[config.mk]
export PLATFORM = sky130hd
export DESIGN_NAME = exe_div
export DESIGN_NICKNAME = d
export VERILOG_FILES = /design/src/rtl/exe_div.sv
export SDC_FILE = /design/constraint.sdc
export NUM_CORES = 1
export LEC_CHECK = 0
export ABC_AREA = 1
export ABC_CLOCK_PERIOD_IN_PS = 16200
export CAP_MARGIN = 30
export CORE_UTILIZATION = 63
export DETAILED_ROUTE_END_ITERATION = 6
export PLACE_DENSITY = 0.95
export SLEW_MARGIN = 20
export SYNTH_ARGS = -nofsm -noshare
export SYNTH_HDL_FRONTEND = slang
export SYNTH_SLANG_ARGS = --single-unit
export TNS_END_PERCENT = 10
[constraint.sdc]
create_clock -name cpu_clk_50M -period 16.2 [get_ports cpu_clk_50M]
set_clock_uncertainty 0.15 [all_clocks]
set_input_delay 2.43 -clock cpu_clk_50M [delete_from_list [all_inputs] [get_ports cpu_clk_50M]]
set_output_delay 2.43 -clock cpu_clk_50M [all_outputs]
set_load 0.005 [all_outputs]
[src/rtl/exe_div.sv]
// Multi-cycle radix-2 restoring divider for the EXE stage (MIPS DIV/DIVU).
// It stalls the pipeline while it runs and returns the quotient on lo and the remainder on hi.
//
// state   | meaning
// --------+-----------------------------------------------------------
// IDLE    | waiting for a divide request; latches operands on accept
// BUSY    | one quotient bit per cycle, 32 iterations
// DIVZERO | divisor was zero; loads lo = all-ones and hi = dividend
// DONE    | result valid on hi/lo, ready pulses, pipeline released
module exe_div (
  input  logic        cpu_clk_50M,
  input  logic        cpu_rst,
  input  logic        exe_i_div_start,
  input  logic        exe_i_div_signed,
  input  logic [31:0] exe_i_src1,
  input  logic [31:0] exe_i_src2,
  input  logic        exe_i_annul,
  output logic        exe_o_stallreq,
  output logic        exe_o_div_ready,
  output logic [31:0] exe_o_div_hi,
  output logic [31:0] exe_o_div_lo
);

  typedef logic [31:0] word_t;
  typedef enum logic [1:0] {IDLE, BUSY, DIVZERO, DONE} state_t;

  state_t      state;
  state_t      state_nxt;
  logic [4:0]  cnt;
  word_t       rem;
  word_t       dvd;
  word_t       dsr;
  logic        neg_q;
  logic        neg_r;

  logic        accept;
  logic        src2_zero;
  logic        last_iter;
  word_t       src1_mag;
  word_t       src2_mag;
  logic [32:0] rem_shift;
  word_t       rem_sub;
  logic        q_bit;
  word_t       rem_next;
  word_t       quo_next;

  assign accept    = exe_i_div_start & ~exe_i_annul;
  assign src2_zero = (exe_i_src2 == 32'd0);
  assign last_iter = (cnt == 5'd31);

  // Magnitudes are unsigned, so -2^31 maps onto itself as 32'h8000_0000.
  assign src1_mag = (exe_i_div_signed & exe_i_src1[31]) ? (~exe_i_src1 + 32'd1) : exe_i_src1;
  assign src2_mag = (exe_i_div_signed & exe_i_src2[31]) ? (~exe_i_src2 + 32'd1) : exe_i_src2;

  // The shifted remainder needs 33 bits; after a successful subtract it fits in 32 again.
  assign rem_shift = {rem, dvd[31]};
  assign q_bit     = (rem_shift >= {1'b0, dsr});
  assign rem_sub   = rem_shift[31:0] - dsr;
  assign rem_next  = q_bit ? rem_sub : rem_shift[31:0];
  assign quo_next  = {dvd[30:0], q_bit};

  always_ff @(posedge cpu_clk_50M or posedge cpu_rst) begin
    if (cpu_rst) begin
      state <= IDLE;
    end else begin
      state <= state_nxt;
    end
  end

  always_comb begin
    state_nxt = state;
    case (state)
      IDLE: begin
        if (accept) begin
          state_nxt = src2_zero ? DIVZERO : BUSY;
        end
      end
      BUSY: begin
        if (exe_i_annul) begin
          state_nxt = IDLE;
        end else if (last_iter) begin
          state_nxt = DONE;
        end
      end
      DIVZERO: begin
        state_nxt = exe_i_annul ? IDLE : DONE;
      end
      DONE: begin
        state_nxt = IDLE;
      end
      default: begin
        state_nxt = IDLE;
      end
    endcase
  end

  // Start is ignored while reset is held, so no stall is requested then.
  always_comb begin
    exe_o_stallreq  = 1'b0;
    exe_o_div_ready = 1'b0;
    case (state)
      IDLE:    exe_o_stallreq = accept & ~cpu_rst;
      BUSY:    exe_o_stallreq = ~exe_i_annul & ~cpu_rst;
      DIVZERO: exe_o_stallreq = ~exe_i_annul & ~cpu_rst;
      DONE:    exe_o_div_ready = 1'b1;
      default: exe_o_stallreq = 1'b0;
    endcase
  end

  always_ff @(posedge cpu_clk_50M or posedge cpu_rst) begin
    if (cpu_rst) begin
      cnt          <= 5'd0;
      rem          <= 32'd0;
      dvd          <= 32'd0;
      dsr          <= 32'd0;
      neg_q        <= 1'b0;
      neg_r        <= 1'b0;
      exe_o_div_hi <= 32'd0;
      exe_o_div_lo <= 32'd0;
    end else begin
      case (state)
        IDLE: begin
          if (accept && !src2_zero) begin
            dvd   <= src1_mag;
            dsr   <= src2_mag;
            rem   <= 32'd0;
            cnt   <= 5'd0;
            neg_q <= exe_i_div_signed & (exe_i_src1[31] ^ exe_i_src2[31]);
            neg_r <= exe_i_div_signed & exe_i_src1[31];
          end
        end
        BUSY: begin
          if (!exe_i_annul) begin
            rem <= rem_next;
            dvd <= quo_next;
            cnt <= cnt + 5'd1;
            if (last_iter) begin
              exe_o_div_lo <= neg_q ? (~quo_next + 32'd1) : quo_next;
              exe_o_div_hi <= neg_r ? (~rem_next + 32'd1) : rem_next;
            end
          end
        end
        DIVZERO: begin
          // The stalled ID/EXE register still presents the dividend here.
          if (!exe_i_annul) begin
            exe_o_div_lo <= 32'hFFFF_FFFF;
            exe_o_div_hi <= exe_i_src1;
          end
        end
        default: begin
        end
      endcase
    end
  end

endmodule

==> metrics <==
largest stage delay on the critical path 0.72 ns; top post-synthesis cells by area dfrtp_1 (32%), nand2_1 (19%), inv_1 (8.6%); CP top delay family buffers and inverters; final wirelength 43,500 microns; Root Buffer clkbuf_16; H-Tree Depth 4; CP Buf/Inv Count 6; I/O pin count 135; # resized after CTS 0; clk_lat worst skew 0.44 ns; Fmax 0.135 GHz; CTS tree yes; hold buffers post-CTS 0; sequential fraction of the synthesis area 0.318; DR WL met2 19,400 microns; R2R Setup Slk 10.83 ns; Synth Register Bits 169; die area 21,700 sq um; Post-Place Setup Slack 8.73 ns; Final WS setup 8.82 ns; Max-Cap Viols 0; first-pass GRT wire length 70,100 microns; final hold vios 0; met3 WL 4840 microns; Worst path slowest cell nand2_1; Filler cells 1,580; DRC errors left 0; Initial Util 0.650; Detail Placement HPWL 32,100 microns; P per Cell Area 250 nW/um^2; initial DRC count 1,912; antenna-violating nets left 0; average cell area after synthesis 6.53 sq um; DIE HEIGHT 147 microns; n_diodes 0; routability congestion estimate 0.980; Netlist cell types 54; Critical Path Most Common Cell nand2_1; number of enable flip-flop cells after synthesis 0; Mapped Cells 2,034; Syn Nets 2,148; top_reg_cell synth dfrtp_1; Post-Syn Area 13,300 sq um; crit-path cells clkdlybuf4s50_1, or2_0, nor4_1, nand2_1, nor3_1, nor2_1, nand2_1, buf_4, o21ai_0, o21ai_2, buf_4, inv_2, nand2_1, buf_4, inv_2, nand2_1, o221ai_1; largest net degree at the start of global routing 92; Die W 147 microns; initial antenna violation count 0; RSZ-0062 raised after global routing false; drt pass-1 iters 7; CTS Sinks 169; async set or reset register ratio after synthesis 1.00; fin. max-slew vios 0; Worst VDD drop 0.161 mV; run status completed; P&R area growth vs syn 15.7%; crit path launch type input pin; worst-margin pin slew 0.909 ns; final worst-path cycle share 0.456; fraction of layout cells with a size suffix above 1 0.0517; Nets 2,250; Synth Warn # 0; top sig layer met4; critical path fanouts, max 58; commonest non-fill, non-tap cell in the layout nand2_1; Final Critical Period 7.38 ns; final setup fails 0; commonest non-fill, non-tap cells in the layout nand2_1 (655), inv_1 (302), nor2_1 (180); vias per cell 6.02; hold crit path type flop to flop; setup TNS 0 ns; post-detailed-route wirelength per cell 18.0 microns; total gr overflow 0; top-area cell type share of the netlist area 0.318; Num CTS Buffers 17; Total GRT Usage 0.411; row count 52; crit path DAT 7.53 ns; M1 wire length 17,300 microns; port bufs 134; Relative slew margins 0.394; CP required 16.35 ns; crit path capture type flop; clk slew on worst S/H paths 0.08 ns; Post-CTS Setup Bufs 0; Clock Tree Buf Depth 2; Vias 14,558; Core Footprint 20,400 sq um; Lkg Pwr 7.96 nW; post-synth top area cell dfrtp_1; number of global-route vias before repair 13,901; Setup CP Type input pin to flop
path summary, 6_finish.rpt:
kind | to | cells after the start | startpoint
worst min register to register | exe_o_div_hi[13] | 2 | exe_o_div_hi[13]
worst min-delay path | exe_o_div_hi[13] | 2 | exe_o_div_hi[13]
worst max register to register | exe_o_div_lo[28] | 27 | dsr[8]
max in group asynchronous | rem[12] | 4 | cpu_rst
worst max-delay path | dvd[7] | 17 | exe_i_src2[29]
min in group asynchronous | exe_o_div_hi[29] | 2 | cpu_rst
where the power goes:
group	switching [mW]	internal, mW	leakage, nW	total [mW]
logic	1.78	0.880	5.56	2.66
clock network	0.205	0.206	0.282	0.411
registers	0.163	0.606	2.12	0.770
total	2.15	1.69	7.96	3.84
through the flow:
stage	cells	hold WS (ns)	power, mW	utilization	instance area (sq um)
2_1_floorplan	2034	0.303	2.57	-	13300
3_3_place_gp	2385	0.313	3.22	0.722	14700
3_5_place_dp	2385	0.316	3.30	0.722	14700
4_1_cts	2416	0.336	3.74	0.750	15300
6_report	2418	0.332	3.84	0.752	15400
5_1_grt	2418	0.366	4.14	0.752	15400
layer usage:
layer | track usage | vias up
met5 | 0 | -
met4 | 0.189 | 0
met3 | 0.0817 | 203
met2 | 0.642 | 1015
met1 | 0.551 | 6670
li1 | - | 6670
synth_stat cells, types with 11 or more instances:
cell and count:
nand2_1 655, inv_1 303, nor2_1 180, dfrtp_1 169
nand3_1 132, o21ai_0 101, xor2_1 76, a21oi_1 61
ha_1 44, clkbuf_1 40, o221ai_1 32, nor3_1 31
o22ai_1 22, nand2_2 21, nand4_1 19, buf_2 13
nor2_2 12, nor4_1 11
area by class of cell:
| type | instances | area (sq um) | share of cell area |
|---|---|---|---|
| Timing Repair Buffer | 146 | 1450 | 0.0944 |
| Clock inverter | 14 | 156 | 0.0102 |
| Multi-Input combinational cell | 1488 | 7580 | 0.493 |
| Sequential cell | 169 | 4230 | 0.275 |
| Tap cell | 270 | 338 | 0.0220 |
| Clock buffer | 17 | 425 | 0.0277 |
| Inverter | 314 | 1180 | 0.0770 |
cell families after synthesis:
kind of cell	share of synthesized area
AND/OR/NAND/NOR	0.348
flip-flops	0.318
multiplexers	0.000754
adder cells (fa/ha/maj)	0.0430
buffers and inverters	0.111
XOR/XNOR	0.0561
AO/OA/AOI/OAI	0.123
flip-flops by register name, summed over array words and instances (netlist names):
name          flops
neg_r             1
exe_o_div_lo     32
dvd              32
exe_o_div_hi     32
neg_q             1
state             2
rem              32
dsr              32
cnt               5
worst min-delay path, cell delays in order (launching register included):
cell and delay, ns:
dfrtp_1 0.34, nand2_1 0.05, nand2_1 0.05
No activity file was read; power rests on OpenSTA's default activity.
==> variant 1, RTL diff (config.mk and constraints unchanged) <==
Re-encode `state_t` (4 states) as one-hot, 4 bits wide.
--- a/src/rtl/exe_div.sv
+++ b/src/rtl/exe_div.sv
@@ -23,5 +23,5 @@
 
   typedef logic [31:0] word_t;
-  typedef enum logic [1:0] {IDLE, BUSY, DIVZERO, DONE} state_t;
+  typedef enum logic [3:0] {IDLE = 4'b0001, BUSY = 4'b0010, DIVZERO = 4'b0100, DONE = 4'b1000} state_t;
 
   state_t      state;
Function: same outputs for any inputs over 10 cycles, from zero or initial values and one cycle with cpu_rst high; not proved beyond that.
==> variant 1 against the unedited design <==
- the flow now finishes with violations (design-rule violations)
- area after synthesis fell by 1.2%
- sequential cell count up 2
- utilization increased by 0.25 points
- worst setup slack gained 780 ps
- highest routed layer unchanged
- wire length grew 4.4%
- cell area down 0.30%
- die area down 1.2%
Power is not compared: it rests on default switching activity, and its combinational part moved more than twofold at a synthesized area within 25%.
==> variant 1: results (changes against the unedited design) <==
outcome -> complete, but fails checks (was complete, no violations)
failing checks -> design-rule violations
Unique masters post-synth -> 50 (was 54)
R2R setup slack -> 10760 ps (was 10830 ps)
routed len/inst -> 18.9 um (was 18.0 um)
1st-iter DRT viols -> 1967 (was 1912)
largest net degree at the start of global routing -> 99 (was 92)
drt drc -> 13 (was 0)
Total GRT Usage -> 0.428 (was 0.411)
worst min-delay path startpoint -> exe_o_div_hi[19] (was exe_o_div_hi[13])
asr flop ratio synth -> 1.00 (unchanged)
Reg2Reg Depth -> 28 (was 27)
Vias/cell -> 6.04 (was 6.02)
CP arrival -> 6810 ps (was 7530 ps)
Slew HR -> 0.341 (was 0.394)
routed wl met2 -> 20100 um (was 19400 um)
layout cell share with drive strength beyond 1 -> 0.0544 (was 0.0517)
vias in the first global route -> 13600 (was 13900)
critical path startpoint -> exe_i_src2[1] (was exe_i_src2[29])
Post-Syn Nets -> 2124 (was 2148)
WHS Endpoint -> exe_o_div_hi[19] (was exe_o_div_hi[13])
crit path max fanout -> 50 (was 58)
routability cong. -> 0.978 (was 0.980)
# nets final -> 2228 (was 2250)
1st-pass router iterations -> 7 (unchanged)
top area cells in the synthesized netlist -> dfrtp_1, nand2_1, inv_1 (unchanged)
R2R Path Start -> dsr[18] (was dsr[8])
M1 wire length -> 17600 um (was 17300 um)
total power -> 1.42 mW
Final HPWL DP -> 34100 um (was 32100 um)
post-synthesis sequential area ratio -> 0.326 (was 0.318)
global-route wire length before repair -> 70800 um (was 70100 um)
DR WL met3 -> 5350 um (was 4840 um)
## variant 1: cell count changes in the layout (fill, tap and decap cells not counted), sizes merged, moves of 5 or more
cell,change
nand2,-44
o21ai,+16
nor2,+6
a21oi,+15
ha,-6
inv,+8
o22ai,-6
nor3,+5
and2,+5
o221ai,-5
## variant 1: per-stage QoR
stage	instance area (um2)	util	setup slack [ps]	instances	hold slack [ps]
floorplan	13100	-	8990	2016	303
global placement	14600	0.719	9080	2366	313
detailed placement	14600	0.720	8930	2367	318
CTS	15200	0.750	9320	2399	335
global route	15300	0.755	9350	2403	353
finish	15300	0.755	9600	2403	337
## variant 1: how the worst max path moves through the flow
stage,slack [ps],end,depth (start not counted)
global route,9350,dvd[27],14
finish,9600,dvd[23],17
detailed placement,8930,dvd[29],16
CTS,9320,dvd[23],16
global placement,9080,dvd[15],16
floorplan,8990,cnt[0],1
## variant 1: logic make-up (layout without fill, tap and decap cells)
kind of cell	after synthesis	after routing	synth area share
simple gates	1057	1057	0.340
buf+inv	380	497	0.113
compound gates	288	288	0.130
flops	171	171	0.326
xor+xnor	81	81	0.0541
fa+ha+maj	39	39	0.0378
## variant 1: area by class of cell
class	instances	area [um2]
clock inverter	15	195
multi-input combinational	1465	7380
timing repair buffer	146	1500
fill	1532	4980
inverter	319	1200
tap	270	338
sequential	171	4280
clock buffer	17	425
## variant 1: worst max-delay path, stage by stage
cell	delay, ps
clkdlybuf4s50_1	440
inv_1	90
ha_1	170
nand3_1	100
nor2_1	90
nand2_1	80
nor3_2	220
inv_1	70
o311ai_1	330
nor2_2	50
buf_4	270
inv_2	390
buf_12	270
nand2_1	500
inv_2	950
nand2_1	170
o221ai_1	150
## variant 1: power by group through the flow
stage	registers (mW)	logic, mW	clock network (mW)
6_report	0.512	0.469	0.440
5_1_grt	0.515	0.515	0.453
4_1_cts	0.511	0.446	0.436
3_5_place_dp	0.518	0.441	0
3_3_place_gp	0.518	0.428	0
2_1_floorplan	0.500	0.315	0
## variant 1: per-layer routing
layer | up-vias | GRT usage
met5 | - | 0
met4 | 0 | 0.188
met3 | 208 | 0.119
met2 | 988 | 0.674
met1 | 6678 | 0.550
li1 | 6642 | -
==> variant 2, RTL diff (config.mk and constraints unchanged) <==
Made on the original files. Add an input register stage for `exe_i_div_start` and `exe_i_div_signed`; this delays them by one clock. The other inputs are not delayed to match.
--- a/src/rtl/exe_div.sv
+++ b/src/rtl/exe_div.sv
@@ -25,4 +25,12 @@
   typedef enum logic [1:0] {IDLE, BUSY, DIVZERO, DONE} state_t;
 
+  logic exe_i_div_start_q;
+  logic exe_i_div_signed_q;
+
+  always_ff @(posedge cpu_clk_50M) begin
+    exe_i_div_start_q  <= exe_i_div_start;
+    exe_i_div_signed_q <= exe_i_div_signed;
+  end
+
   state_t      state;
   state_t      state_nxt;
@@ -45,11 +53,11 @@
   word_t       quo_next;
 
-  assign accept    = exe_i_div_start & ~exe_i_annul;
+  assign accept    = exe_i_div_start_q & ~exe_i_annul;
   assign src2_zero = (exe_i_src2 == 32'd0);
   assign last_iter = (cnt == 5'd31);
 
   // Magnitudes are unsigned, so -2^31 maps onto itself as 32'h8000_0000.
-  assign src1_mag = (exe_i_div_signed & exe_i_src1[31]) ? (~exe_i_src1 + 32'd1) : exe_i_src1;
-  assign src2_mag = (exe_i_div_signed & exe_i_src2[31]) ? (~exe_i_src2 + 32'd1) : exe_i_src2;
+  assign src1_mag = (exe_i_div_signed_q & exe_i_src1[31]) ? (~exe_i_src1 + 32'd1) : exe_i_src1;
+  assign src2_mag = (exe_i_div_signed_q & exe_i_src2[31]) ? (~exe_i_src2 + 32'd1) : exe_i_src2;
 
   // The shifted remainder needs 33 bits; after a successful subtract it fits in 32 again.
@@ -126,6 +134,6 @@
             rem   <= 32'd0;
             cnt   <= 5'd0;
-            neg_q <= exe_i_div_signed & (exe_i_src1[31] ^ exe_i_src2[31]);
-            neg_r <= exe_i_div_signed & exe_i_src1[31];
+            neg_q <= exe_i_div_signed_q & (exe_i_src1[31] ^ exe_i_src2[31]);
+            neg_r <= exe_i_div_signed_q & exe_i_src1[31];
           end
         end
Function: changed (a bounded check fails within 4 cycles, from zero or initial values and one cycle with cpu_rst high).
==> variant 2 against the unedited design <==
- cell count increased by 0.12%
- sequential cell count increased by 2
- worst setup slack improved by 740 ps
- wire length increased by 4.8%
- area after synthesis increased by 0.75%
- cell area increased by 0.46%
- count of clock-buffer cells in the layout increased by 1
- largest cell class unchanged
Power is not shown: default switching activity piles up to over one toggle a cycle in this logic, so the estimate is an artifact.
==> variant 2: results (changes against the unedited design) <==
outcome -> complete, no violations (unchanged)
1st-pass router iterations -> 6 (was 7)
Final HPWL DP -> 35600 um (was 32100 um)
Total GRT Usage -> 0.424 (was 0.411)
Worst path top cell family by delay -> simple AND/OR/NAND/NOR gates (was buffers and inverters)
worst slew pin tran -> 887 ps (was 909 ps)
M1 wire length -> 18100 um (was 17300 um)
global-route wire length before repair -> 70900 um (was 70100 um)
1st-iter DRT viols -> 1900 (was 1912)
fill count -> 1611 (was 1580)
vias in the first global route -> 13100 (was 13900)
top area cells in the synthesized netlist -> dfrtp_1, nand2_1, inv_1 (unchanged)
crit path max fanout -> 64 (was 58)
asr flop ratio synth -> 0.988 (was 1.00)
largest net degree at the start of global routing -> 90 (was 92)
area of the multi-input gates -> 7610 um2 (was 7580 um2)
met2 Usage GRT -> 0.642 (about the same)
Reg2Reg Depth -> 28 (was 27)
Post-Syn Nets -> 2154 (was 2148)
layout cell share with drive strength beyond 1 -> 0.0530 (was 0.0517)
met3 GRT Util -> 0.0975 (was 0.0817)
capture point of the critical path -> dvd[24] (was dvd[7])
Vias/cell -> 5.91 (was 6.02)
worst min-delay path startpoint -> exe_o_div_hi[11] (was exe_o_div_hi[13])
synth cell count leaders -> nand2_1, inv_1, nor2_1, dfrtp_1, nand3_1 (unchanged)
total number of vias -> 14300 (was 14600)
Post-Place Cell Area -> 14800 um2 (was 14700 um2)
R2R setup slack -> 10780 ps (was 10830 ps)
CP arrival -> 6760 ps (was 7530 ps)
pre-CTS setup slack -> 9180 ps (was 8730 ps)
routability cong. -> 0.985 (was 0.980)
-- variant 2: worst min-delay path by stage --
stage	endpoint	slack (ps)
after floorplan	dsr[10]	300
after global placement	exe_o_div_hi[26]	310
after detailed placement	exe_o_div_hi[17]	310
after CTS	exe_o_div_hi[17]	330
after global routing	exe_o_div_hi[18]	350
final	exe_o_div_hi[11]	330
-- variant 2: cell families (layout without fill, tap and decap cells) --
family / after synthesis / after routing / synth area share
simple gates: 1079 / 1079 / 0.341
buf+inv: 375 / 486 / 0.112
compound gates: 283 / 283 / 0.128
flops: 171 / 171 / 0.319
xor+xnor: 86 / 86 / 0.0563
fa+ha+maj: 45 / 45 / 0.0426
mux: 1 / 1 / 0.000748
-- variant 2: area by class of cell --
class / instances / share of cell area
clock inverters: 14 / 0.0110
well taps: 270 / 0.0219
clock buffers: 18 / 0.0284
inverters: 311 / 0.0761
flip-flops and latches: 171 / 0.277
multi-input cells: 1494 / 0.493
repair buffers: 143 / 0.0930
